==> src/rtl/dds_pkg.sv <==
// Shared types and constants for the DDS serial writer: frame layout, channel IDs
// and the transfer FSM encoding.
package dds_pkg;

    localparam int DDS_WORD_W  = 11;
    localparam int DDS_FRAME_W = 16;

    localparam logic CH_A = 1'b0;
    localparam logic CH_B = 1'b1;

    typedef enum logic [2:0] {
        ST_IDLE    = 3'd0,
        ST_FRAME_A = 3'd1,
        ST_GAP     = 3'd2,
        ST_FRAME_B = 3'd3,
        ST_UPDATE  = 3'd4
    } dds_state_t;

    // bit15 = 0, bit14 = channel, zero padding, then the control word in the low bits
    function automatic logic [DDS_FRAME_W-1:0] make_frame(input logic ch,
                                                          input logic [DDS_WORD_W-1:0] word);
        return {1'b0, ch, {(DDS_FRAME_W-2-DDS_WORD_W){1'b0}}, word};
    endfunction

endpackage

==> src/rtl/dds_bit_timer.sv <==
// Serial bit timing: CLK_DIV prescaler, sclk toggle, rise/fall ticks and a frame bit
// counter. Everything is held at zero while run is low, so each frame starts aligned.
module dds_bit_timer #(
    parameter int CLK_DIV = 2,
    parameter int FRAME_W = 16
) (
    input  logic clk,
    input  logic reset,
    input  logic run,
    output logic sclk,
    output logic rise_tick,
    output logic fall_tick,
    output logic frame_done
);

    localparam int DIV_W = (CLK_DIV > 1) ? $clog2(CLK_DIV) : 1;
    localparam int BIT_W = $clog2(FRAME_W);

    logic [DIV_W-1:0] div_cnt;
    logic [BIT_W-1:0] bit_cnt;
    logic             sclk_q;
    logic             half_end;

    // Ticks are asserted in the last cycle of a half-period, so the edge lands on the next clock
    assign half_end   = run && (div_cnt == DIV_W'(CLK_DIV - 1));
    assign rise_tick  = half_end && !sclk_q;
    assign fall_tick  = half_end && sclk_q;
    assign frame_done = fall_tick && (bit_cnt == BIT_W'(FRAME_W - 1));
    assign sclk       = sclk_q;

    always_ff @(posedge clk) begin
        if (reset || !run) begin
            div_cnt <= '0;
            bit_cnt <= '0;
            sclk_q  <= 1'b0;
        end else begin
            if (half_end) begin
                div_cnt <= '0;
                sclk_q  <= !sclk_q;
            end else begin
                div_cnt <= div_cnt + 1'b1;
            end
            if (fall_tick)
                bit_cnt <= frame_done ? '0 : bit_cnt + 1'b1;
        end
    end

endmodule

==> src/rtl/dds_serial_writer.sv <==
// Shifts channel A then channel B control words to the DDS over a 3-wire bus, then
// pulses io_update. Holds one pending request; overwriting it sets a sticky overrun.
module dds_serial_writer
    import dds_pkg::*;
#(
    parameter int WORD_W   = DDS_WORD_W,
    parameter int FRAME_W  = DDS_FRAME_W,
    parameter int CLK_DIV  = 2,
    parameter int UPDATE_W = 2
) (
    input  logic              clk,
    input  logic              reset,
    input  logic [WORD_W-1:0] word_a,
    input  logic [WORD_W-1:0] word_b,
    input  logic              word_valid,
    input  logic              overrun_clr,
    output logic              sclk,
    output logic              sdata,
    output logic              cs_n,
    output logic              io_update,
    output logic              busy,
    output logic              overrun,
    output logic [2:0]        state_dbg
);

    localparam int P        = 2 * CLK_DIV;
    localparam int WAIT_MAX = (P > UPDATE_W) ? P : UPDATE_W;
    localparam int CNT_W    = $clog2(WAIT_MAX + 1);

    dds_state_t        state, state_nx;
    logic [CNT_W-1:0]  wait_cnt;
    logic [FRAME_W-1:0] shreg;
    logic [WORD_W-1:0] word_b_q, pend_a, pend_b;
    logic              pend_valid;
    logic              load_a, load_b, take_pend, in_frame;
    logic              fall_tick, frame_done, rise_unused;

    assign in_frame = (state == ST_FRAME_A) || (state == ST_FRAME_B);

    dds_bit_timer #(.CLK_DIV(CLK_DIV), .FRAME_W(FRAME_W)) u_timer (
        .clk        (clk),
        .reset      (reset),
        .run        (in_frame),
        .sclk       (sclk),
        .rise_tick  (rise_unused),
        .fall_tick  (fall_tick),
        .frame_done (frame_done)
    );

    // word_valid is a strobe with no back-pressure: every request is accepted, and one
    // that cannot be queued replaces the pending request and raises overrun.
    always_comb begin
        state_nx  = state;
        load_a    = 1'b0;
        load_b    = 1'b0;
        take_pend = 1'b0;
        case (state)
            ST_IDLE: begin
                if (pend_valid) begin
                    state_nx  = ST_FRAME_A;
                    take_pend = 1'b1;
                end else if (word_valid) begin
                    state_nx = ST_FRAME_A;
                    load_a   = 1'b1;
                end
            end
            ST_FRAME_A: if (frame_done) state_nx = ST_GAP;
            ST_GAP: begin
                if (wait_cnt == CNT_W'(P - 1)) begin
                    state_nx = ST_FRAME_B;
                    load_b   = 1'b1;
                end
            end
            ST_FRAME_B: if (frame_done) state_nx = ST_UPDATE;
            ST_UPDATE: begin
                if (wait_cnt == CNT_W'(UPDATE_W - 1)) begin
                    if (pend_valid) begin
                        state_nx  = ST_FRAME_A;
                        take_pend = 1'b1;
                    end else begin
                        state_nx = ST_IDLE;
                    end
                end
            end
            default: state_nx = ST_IDLE;
        endcase
    end

    always_ff @(posedge clk) begin
        if (reset) begin
            state      <= ST_IDLE;
            wait_cnt   <= '0;
            shreg      <= '0;
            word_b_q   <= '0;
            pend_a     <= '0;
            pend_b     <= '0;
            pend_valid <= 1'b0;
            overrun    <= 1'b0;
        end else begin
            state    <= state_nx;
            wait_cnt <= (state_nx != state) ? '0 : wait_cnt + 1'b1;

            if (load_a) begin
                shreg    <= make_frame(CH_A, word_a);
                word_b_q <= word_b;
            end else if (take_pend) begin
                shreg    <= make_frame(CH_A, pend_a);
                word_b_q <= pend_b;
            end else if (load_b) begin
                shreg <= make_frame(CH_B, word_b_q);
            end else if (in_frame && fall_tick) begin
                shreg <= shreg << 1;
            end

            // A strobe coinciding with the pending slot being drained simply refills it
            if (word_valid && !load_a) begin
                pend_a     <= word_a;
                pend_b     <= word_b;
                pend_valid <= 1'b1;
            end else if (take_pend) begin
                pend_valid <= 1'b0;
            end

            if (word_valid && !load_a && pend_valid && !take_pend)
                overrun <= 1'b1;
            else if (overrun_clr)
                overrun <= 1'b0;
        end
    end

    assign sdata     = in_frame ? shreg[FRAME_W-1] : 1'b0;
    assign cs_n      = !in_frame;
    assign io_update = (state == ST_UPDATE);
    assign busy      = (state != ST_IDLE);
    assign state_dbg = state;

endmodule

==> config.mk <==
export PLATFORM = sky130hd
export DESIGN_NAME = dds_serial_writer
export DESIGN_NICKNAME = d
export VERILOG_FILES = /design/src/rtl/dds_pkg.sv /design/src/rtl/dds_bit_timer.sv /design/src/rtl/dds_serial_writer.sv
export SDC_FILE = /design/constraint.sdc
export NUM_CORES = 1
export LEC_CHECK = 0
export ABC_AREA = 1
export CAP_MARGIN = 20
export CORE_ASPECT_RATIO = 1.1
export CORE_MARGIN = 2
export CORE_UTILIZATION = 50
export DETAILED_ROUTE_END_ITERATION = 16
export PLACE_DENSITY = 0.82
export SETUP_SLACK_MARGIN = 0.02
export SYNTH_ARGS = -nofsm -noshare
export SYNTH_HDL_FRONTEND = slang
export SYNTH_SLANG_ARGS = --single-unit
==> constraint.sdc <==
create_clock -name clk -period 2.8 [get_ports clk]
set_input_delay 0.7 -clock clk [delete_from_list [all_inputs] [get_ports clk]]
set_output_delay 0.7 -clock clk [all_outputs]
set_load 0.05 [all_outputs]
==> results.md, run 1 <==
Layout:
- The filler cells instantiated in the layout total 527.
- For this run, the share of the core covered by cells in the final layout is 61.2%.
- The layout net count is 487.
- The count of cells in the finished layout, fillers not included, comes to 538.
- The post-layout instance area is 3570 sq um.
- The total inserted antenna cells is 0.
- The layout-stage area growth over the synthesis result is 16.4%.
- Summing all multi-input logic gate instances after layout gives 1500 sq um.
- The area taken by flip-flops and latches is 1260 sq um.
- The fraction of final layout cells sized beyond drive strength 1 is 12.6%.

CTS:
- The number of clock buffers inserted by TritonCTS is 9.
- The clock insertion delay at the later pin of the skew report is 0.35 ns.
- CTS placed an instance of sky130_fd_sc_hd__clkbuf_8 at the clock tree root.
- Clock-pin slew was measured on the worst setup and hold paths at 0.07 ns.
- TritonCTS built the clock tree.
- The number of hold-repair buffers added at the cts stage is 0.
- The number of buffers between clock root and the deepest sink is 2.
- The number of post-CTS setup repair buffers is 0.
- The number of levels in the clock H-tree is 3.
- In this run, post-CTS repair resized a total of 0 instances.
- The clock drives 63 sinks.

Synthesis:
- Averaged over all synthesized cells, the footprint is 7.15 sq um.
- In this run, distinct cell masters in the synthesized netlist total 30.
- Counting flops and latches in the post-synthesis netlist gives 63.
- The cell area after synthesis is 3070 sq um.
- The cell count after synthesis is 429.
- The share of the Yosys chip area taken by registers is 41.1%.
- The number of warning messages in the yosys log is 0.
- When the netlist entered floorplanning its net count stood at 459.

Die:
- For this configuration, the core starts out at a cell density of 52.5%.
- The die is 78.7 um wide.
- The die is 86.2 um tall.
- Pin placement for this block handled 35 I/O pins.
- The die covers 6780 sq um.
- The core region is 5840 sq um.
- The number of placement rows is 29.

Critical path:
- The largest fanout on the critical path is 12.
- On the critical path the largest part of the delay comes from buffers and inverters.
- Traced cell by cell, the critical path runs through nor2_4 -> nand2_4 -> clkdlybuf4s50_1.
- Counting both buffers and inverters, the worst setup path holds a total of 1.
- The slowest stage cell on the critical path is sky130_fd_sc_hd__clkdlybuf4s50_1.
- The largest single stage delay on the critical path is 0.72 ns.
- The endpoint required time on the critical path is 2.10 ns.
- The worst endpoint data arrival time is 1.93 ns.
- The class of the most critical setup path is flop to primary output.
- The critical path launch point type is a flop.
- STA classifies the critical path endpoint as a primary output.

Route:
- The via count normalized by instance count is 5.23.
- The length of the first detailed-routing pass in iterations is 5.
- The routed wire length is 6700 um.
- The detailed-route wire length per cell is 12.5 um.
- The initial detailed-routing violation count is 193.
- The total number of vias is 2,815.
- The post-detailed-route DRC marker count is 0.
- The number of routed nets with antenna violations is 0.

STA:
- The worst slack on hold paths is 0.460 ns.
- The number of endpoints failing setup at the final stage is 0.
- At the pin with the least slew margin, the transition time is 0.580 ns.
- The period utilization is 93.8%.
- The worst slew margin relative to its limit is 61.3%.
- The final-report max-slew violation count is 0.
- The clock skew is 0.00938 ns.
- The shortest period the worst path allows is 2.63 ns.
- For the final routed database, the setup TNS stands at 0 ns.
- The count of final hold-check violations is 0.
- The achievable clock frequency is 381 MHz.
- Setup repair after global routing left no endpoint under its margin.

Placed design:
- The half-perimeter wire length of the detailed placement result is 4710 um.
- Counting tap cells, the placed design contains a total of 523 instances.
- Buffers placed on the I/O ports in this run total 34.
- The post-detailed-placement cell area is 3400 sq um.
- Routability-driven placement finished with a final weighted congestion of 0.781.

Flow run:
- Max-cap violations in this run came to 0.

Status:
- The flow ran to the end, and the final reports show no timing, DRC or antenna violations.

Global route:
- Entering global routing, the biggest net connects 34 pins.
- The first global-routing pass estimated 11,600 um of wire.
- The sum of overflow across all layers after global routing is 0.
- For this run, the total global-route usage over all layers was measured as 21.6%.
- The number of antenna violations at the first check in global routing is 0.
- The via count of the first global-routing pass is 2,581.

Pwr:
- For this design the ratio of total power to cell area is 593 nW/um^2.
- For this design the static power due to leakage is 1.54 nW.
- The highest ir drop seen on vdd is 0.368 mV.

Hold path:
- The path class of the tightest hold or removal check is flop to flop.
==> power breakdown <==
group	total, mW	leakage, nW	switching (mW)	internal, mW
sequential	1.01	0.517	0.0418	0.966
combinational	0.373	0.930	0.236	0.138
clock	0.737	0.0957	0.337	0.400
total	2.12	1.54	0.615	1.50
==> layer usage <==
layer	routed length (um)	GRT usage, %	share of wire [%]
met1	3060	26.2	46
met5	0	0	0
met3	320	4.27	4.8
met4	174	12.4	2.6
met2	3150	35.6	47
==> registers in the layout (all words and copies together) (netlist names) <==
signal,count
shreg,16
pend_a,11
pend_b,11
word_b_q,11
u_timer.bit_cnt,4
state_dbg,3
wait_cnt,3
overrun,1
pend_valid,1
u_timer.div_cnt,1
u_timer.sclk,1
==> per-stage QoR <==
| stage | setup slack (ns) | power (mW) |
|---|---|---|
| 4_1_cts | 0.152 | 2.13 |
| 6_report | 0.172 | 2.12 |
| 2_1_floorplan | 0.221 | 1.30 |
| 3_5_place_dp | 0.501 | 1.40 |
| 5_1_grt | 0.113 | 2.22 |
| 3_3_place_gp | 0.541 | 1.39 |
==> worst min-delay path: stages, from the launching register on <==
cell                      delay (ns)
sky130_fd_sc_hd__dfxtp_1        0.31
sky130_fd_sc_hd__nand2_1        0.06
sky130_fd_sc_hd__nand2_1        0.04
==> Yosys cell counts <==
cell type,n,share of area [%]
sky130_fd_sc_hd__a31oi_1,2,0.41
sky130_fd_sc_hd__nor2_1,75,9.2
sky130_fd_sc_hd__ha_1,4,1.6
sky130_fd_sc_hd__buf_2,3,0.49
sky130_fd_sc_hd__inv_1,33,4.0
sky130_fd_sc_hd__nand2_2,5,1.0
sky130_fd_sc_hd__nor3_1,2,0.33
sky130_fd_sc_hd__nand3b_1,1,0.24
sky130_fd_sc_hd__nand2_1,88,11
sky130_fd_sc_hd__inv_4,2,0.41
sky130_fd_sc_hd__nand2_4,2,0.73
sky130_fd_sc_hd__nor3b_2,1,0.41
sky130_fd_sc_hd__nor2_2,4,0.82
sky130_fd_sc_hd__o31ai_1,1,0.24
sky130_fd_sc_hd__inv_2,7,0.86
sky130_fd_sc_hd__nor3_2,10,3.3
sky130_fd_sc_hd__o211ai_1,1,0.24
sky130_fd_sc_hd__buf_6,6,2.2
sky130_fd_sc_hd__nand3_1,36,5.9
sky130_fd_sc_hd__nor2_4,1,0.37
sky130_fd_sc_hd__clkbuf_1,9,1.1
sky130_fd_sc_hd__nand3_2,2,0.65
sky130_fd_sc_hd__nor2_8,2,1.3
sky130_fd_sc_hd__o21ai_0,20,3.3
sky130_fd_sc_hd__buf_1,1,0.12
sky130_fd_sc_hd__dfxtp_1,63,41
sky130_fd_sc_hd__buf_4,4,0.98
sky130_fd_sc_hd__nand4_1,20,4.1
sky130_fd_sc_hd__a21oi_1,10,1.6
sky130_fd_sc_hd__o21ai_1,14,2.3
==> cell families after synthesis <==
| kind of cell | synth area share (%) |
|---|---|
| flops | 41.1 |
| buf+inv | 10.2 |
| simple gates | 39.0 |
| compound gates | 8.07 |
| fa+ha+maj | 1.63 |
==> area by class of cell <==
class / instances / area share (%)
sequential: 63 / 35.3
clock inverter: 5 / 1.40
inverter: 42 / 4.55
timing repair buffer: 40 / 10.6
multi-input combinational: 301 / 41.8
clock buffer: 10 / 3.57
tap: 77 / 2.70
==> layout by cell type (no fill, tap or decap), drive strengths merged, types with 2 or more instances in the layout <==
cell type / synthesis / routed
a21oi: 10 / 10
a31oi: 2 / 2
buf: 14 / 8
clkbuf: 9 / 10
clkdlybuf4s50: 0 / 32
clkinv: 0 / 4
dfxtp: 63 / 63
ha: 4 / 4
inv: 42 / 42
nand2: 95 / 95
nand3: 38 / 38
nand4: 20 / 20
nor2: 82 / 82
nor3: 12 / 12
o21ai: 34 / 34
==> final timing paths <==
kind | from | end | slack [ns] | cells after the start
setup / recovery | state_dbg[1] | busy | 0.17 | 3
hold / removal | word_b_q[7] | word_b_q[7] | 0.46 | 2
setup reg to reg | state_dbg[2] | shreg[9] | 0.73 | 8
hold reg to reg | word_b_q[7] | word_b_q[7] | 0.46 | 2
No activity file was read; power rests on OpenSTA's default activity.
==> run 2: changes to the inputs <==
Settings changed: SLEW_MARGIN set to 20.
==> results of run 2 <==
No change in the layout: final DEF, timing and power equal those of run 1.
==> run 3: changes to the inputs <==
Settings changed: GPL_TIMING_DRIVEN set to 0.
==> results.md, run 3 (synthesis gave the netlist of run 1 again) <==
Status:
- The flow ran to the end, and the final reports show no timing, DRC or antenna violations.

Hold path:
- The classification of the worst-slack hold path is flop to flop.
- The worst hold path stage count is 2.
- The end point of the most critical hold path is word_b_q[10].
- The startpoint identified for the worst hold timing path is word_b_q[10].

Global route:
- The maximum number of pins on one net before global-route repair is 11.
- The via count of the first global-routing pass came to 2,574.
- For this run the aggregate overflow at the end of global routing stands at 0.
- The number of antenna violations at the first check in global routing is 0.
- The wire length of the first global-routing pass is 11,800 um.
- The overall global routing resource usage is 21.9%.

Die:
- The x dimension of the die is 78.7 um.
- The vertical die dimension is 86.2 um.
- In this run the core area contains 29 standard-cell rows.
- The core region is 5840 sq um.
- Once the floorplan was initialized, standard cells occupied 52.5% of the core.
- The die outline area is 6780 sq um.
- For this design the top-level I/O count stands at 35.

STA:
- The period utilization is 91.4%.
- In this run the tightest slew margin relative to its limit is 65.4%.
- Clock skew on the completed layout was measured at 0.00650 ns.
- The final total negative setup slack is 0 ns.
- After layout, the minimum clock period comes to 2.56 ns.
- The count of final hold-check violations is 0.
- Based on the critical path, the design can be clocked at up to 391 MHz.
- Setup violations remaining at the end of the flow were counted as 0.
- Setup repair after global routing left no endpoint under its margin.
- The worst-case setup margin in the final layout is 0.240 ns.
- The final-report max-slew violation count was 0.
- The slew at the pin closest to its max-slew limit is 0.519 ns.

Route:
- The highest routing layer actually used is met4.
- In the final routing, the length of wire on met1 measures 3240 um.
- The total length of routed met2 wires is 3440 um.
- The number of routed nets with antenna violations is 0.
- The detailed router finished its first iteration with 182 violations.
- The post-detailed-route DRC marker count is 0.
- The length of the first detailed-routing pass in iterations is 5.
- The final route contains 2,886 vias.
- The via count normalized by instance count is 5.21.
- The detailed-route wire length per cell is 12.9 um.
- The routed wire length is 7170 um.
- Wire segments on met3 add up to 351 um in the final route.

CTS:
- The CTS tree is built.
- Counting along the longest clock path gives a buffer depth of 2.
- Clock-pin slew was measured on the worst setup and hold paths at 0.07 ns.
- CTS placed an instance of sky130_fd_sc_hd__clkbuf_8 at the clock tree root.
- The number of hold buffers added after CTS was 0.
- For the worst-skew pair, the clock arrives at the later sink with an insertion delay of 0.34 ns.
- The number of clock buffers added by TritonCTS is 9.
- The number of clock sinks seen by CTS is 63.
- The H-tree was split into 3 levels.

Placed design:
- The placed instances occupy a cell area of 3510 sq um.
- The worst slack at placement is 0.319 ns.
- Including well taps, the total number of placed cells is 540.
- During placement, the flow inserted port buffers numbering 34.
- After legalization and detailed placement, the total HPWL measured 5220 um.
- Routability-driven placement finished with a final weighted congestion of 0.845.

Critical path:
- The endpoint class of the critical path is a primary output.
- The worst reg2reg path endpoint is shreg[8].
- The stage delay of the slowest cell on the critical path is 0.53 ns.
- By startpoint and endpoint, the worst setup path is classified as flop to primary output.
- The dominant delay contributor by cell family on the critical path is buffers and inverters.
- Together, buffers and inverters on the worst path number 3.
- The endpoint required time on the critical path is 2.10 ns.
- The signal on the critical path passes through inv_2 -> clkbuf_1 -> nor2_1 -> dlygate4sd2_1.
- The launching instance or port of the critical path is state_dbg[2].
- In this run the worst path has a maximum fanout of 10.
- The worst endpoint data arrival time is 1.86 ns.
- For the worst flop-to-flop path, the logic depth is 8.
- The worst setup path is launched from a flop.
- The slowest stage of the critical path belongs to the cell sky130_fd_sc_hd__dlygate4sd2_1.
- The launch instance of the worst register-to-register path is wait_cnt[0].
- The slack of the worst reg-to-reg path is 1.08 ns.

Layout:
- The layout net count is 504.
- The register ranked first by flip-flop count is shreg.
- The layout has 542 filler cells.
- The multi-input combinational cell area is 1500 sq um.
- Compared with the post-synthesis result, the final layout area differs by 20.3%.
- The finished layout holds 554 standard cells, fillers aside.
- The library cell used most frequently in the layout, excluding fill and tap cells, is sky130_fd_sc_hd__nand2_1.
- The number of flip-flops under the largest register name is 16.
- The area taken by flip-flops and latches is 1260 sq um.
- With fillers left out, the area of the finished cells amounts to 3690 sq um.
- Cells fill 63.2% of the core in the end.
- The number of antenna diodes in the final layout is 0.
- The fraction of final layout cells sized beyond drive strength 1 is 13.2%.
- The top cell types in the final layout, fill and taps aside, are 88 x sky130_fd_sc_hd__nand2_1, 75 x sky130_fd_sc_hd__nor2_1, 63 x sky130_fd_sc_hd__dfxtp_1, 36 x sky130_fd_sc_hd__nand3_1, 33 x sky130_fd_sc_hd__inv_1.

Pwr:
- The highest ir drop seen on vdd is 0.368 mV.
- The power density of the placed cells is 590 nW/um^2.
- The analysis attributes to cell leakage a power of 1.61 nW.

Flow run:
- Max-cap violations in this run came to 0.
-- run 3: layer usage --
layer / global-route usage (%) / vias to the layer above
met2: 36.6 / 78
met5: 0 / -
met1: 27.5 / 1319
met4: 9.73 / 0
met3: 3.96 / 16
li1: - / 1473
-- run 3: worst max path at each step --
stage / end / cells after the start
after CTS: cs_n / 5
after detailed placement: io_update / 4
after global routing: io_update / 4
after global placement: io_update / 4
after floorplan: sdata / 4
final: io_update / 4
-- run 3: power by group --
| group | leakage [nW] | internal (mW) | switching, mW | total, mW |
|---|---|---|---|---|
| registers | 0.517 | 0.966 | 0.0407 | 1.01 |
| clock network | 0.0940 | 0.422 | 0.344 | 0.766 |
| logic | 0.995 | 0.157 | 0.247 | 0.404 |
-- run 3: stage by stage --
stage	power (mW)	hold slack (ns)
global placement	1.41	0.432
CTS	2.18	0.452
floorplan	1.30	0.421
global route	2.27	0.465
detailed placement	1.43	0.440
finish	2.18	0.449
-- run 3: worst reg2reg max path, cell delays in order, from the launching register on --
cell and delay [ns]:
sky130_fd_sc_hd__dfxtp_1 0.36, sky130_fd_sc_hd__ha_1 0.16, sky130_fd_sc_hd__nand2_1 0.08, sky130_fd_sc_hd__nand2_1 0.18
sky130_fd_sc_hd__clkbuf_1 0.44, sky130_fd_sc_hd__nand3_1 0.18, sky130_fd_sc_hd__nand4_1 0.14, sky130_fd_sc_hd__nor2_1 0.07
sky130_fd_sc_hd__nor2_1 0.07
-- run 3: area by class of cell --
class	instances	share of cell area, %
multi-input combinational	301	40.5
sequential	63	34.2
timing repair buffer	34	9.22
inverter	42	4.41
buffer	23	4.07
clock buffer	10	3.73
tap	77	2.61
clock inverter	4	1.29
-- run 3: what timing repair did --
action                     in CTS  in global routing
setup endpoints to repair       2                  1
resized for setup               2                  1
setup buffers                   0                  0
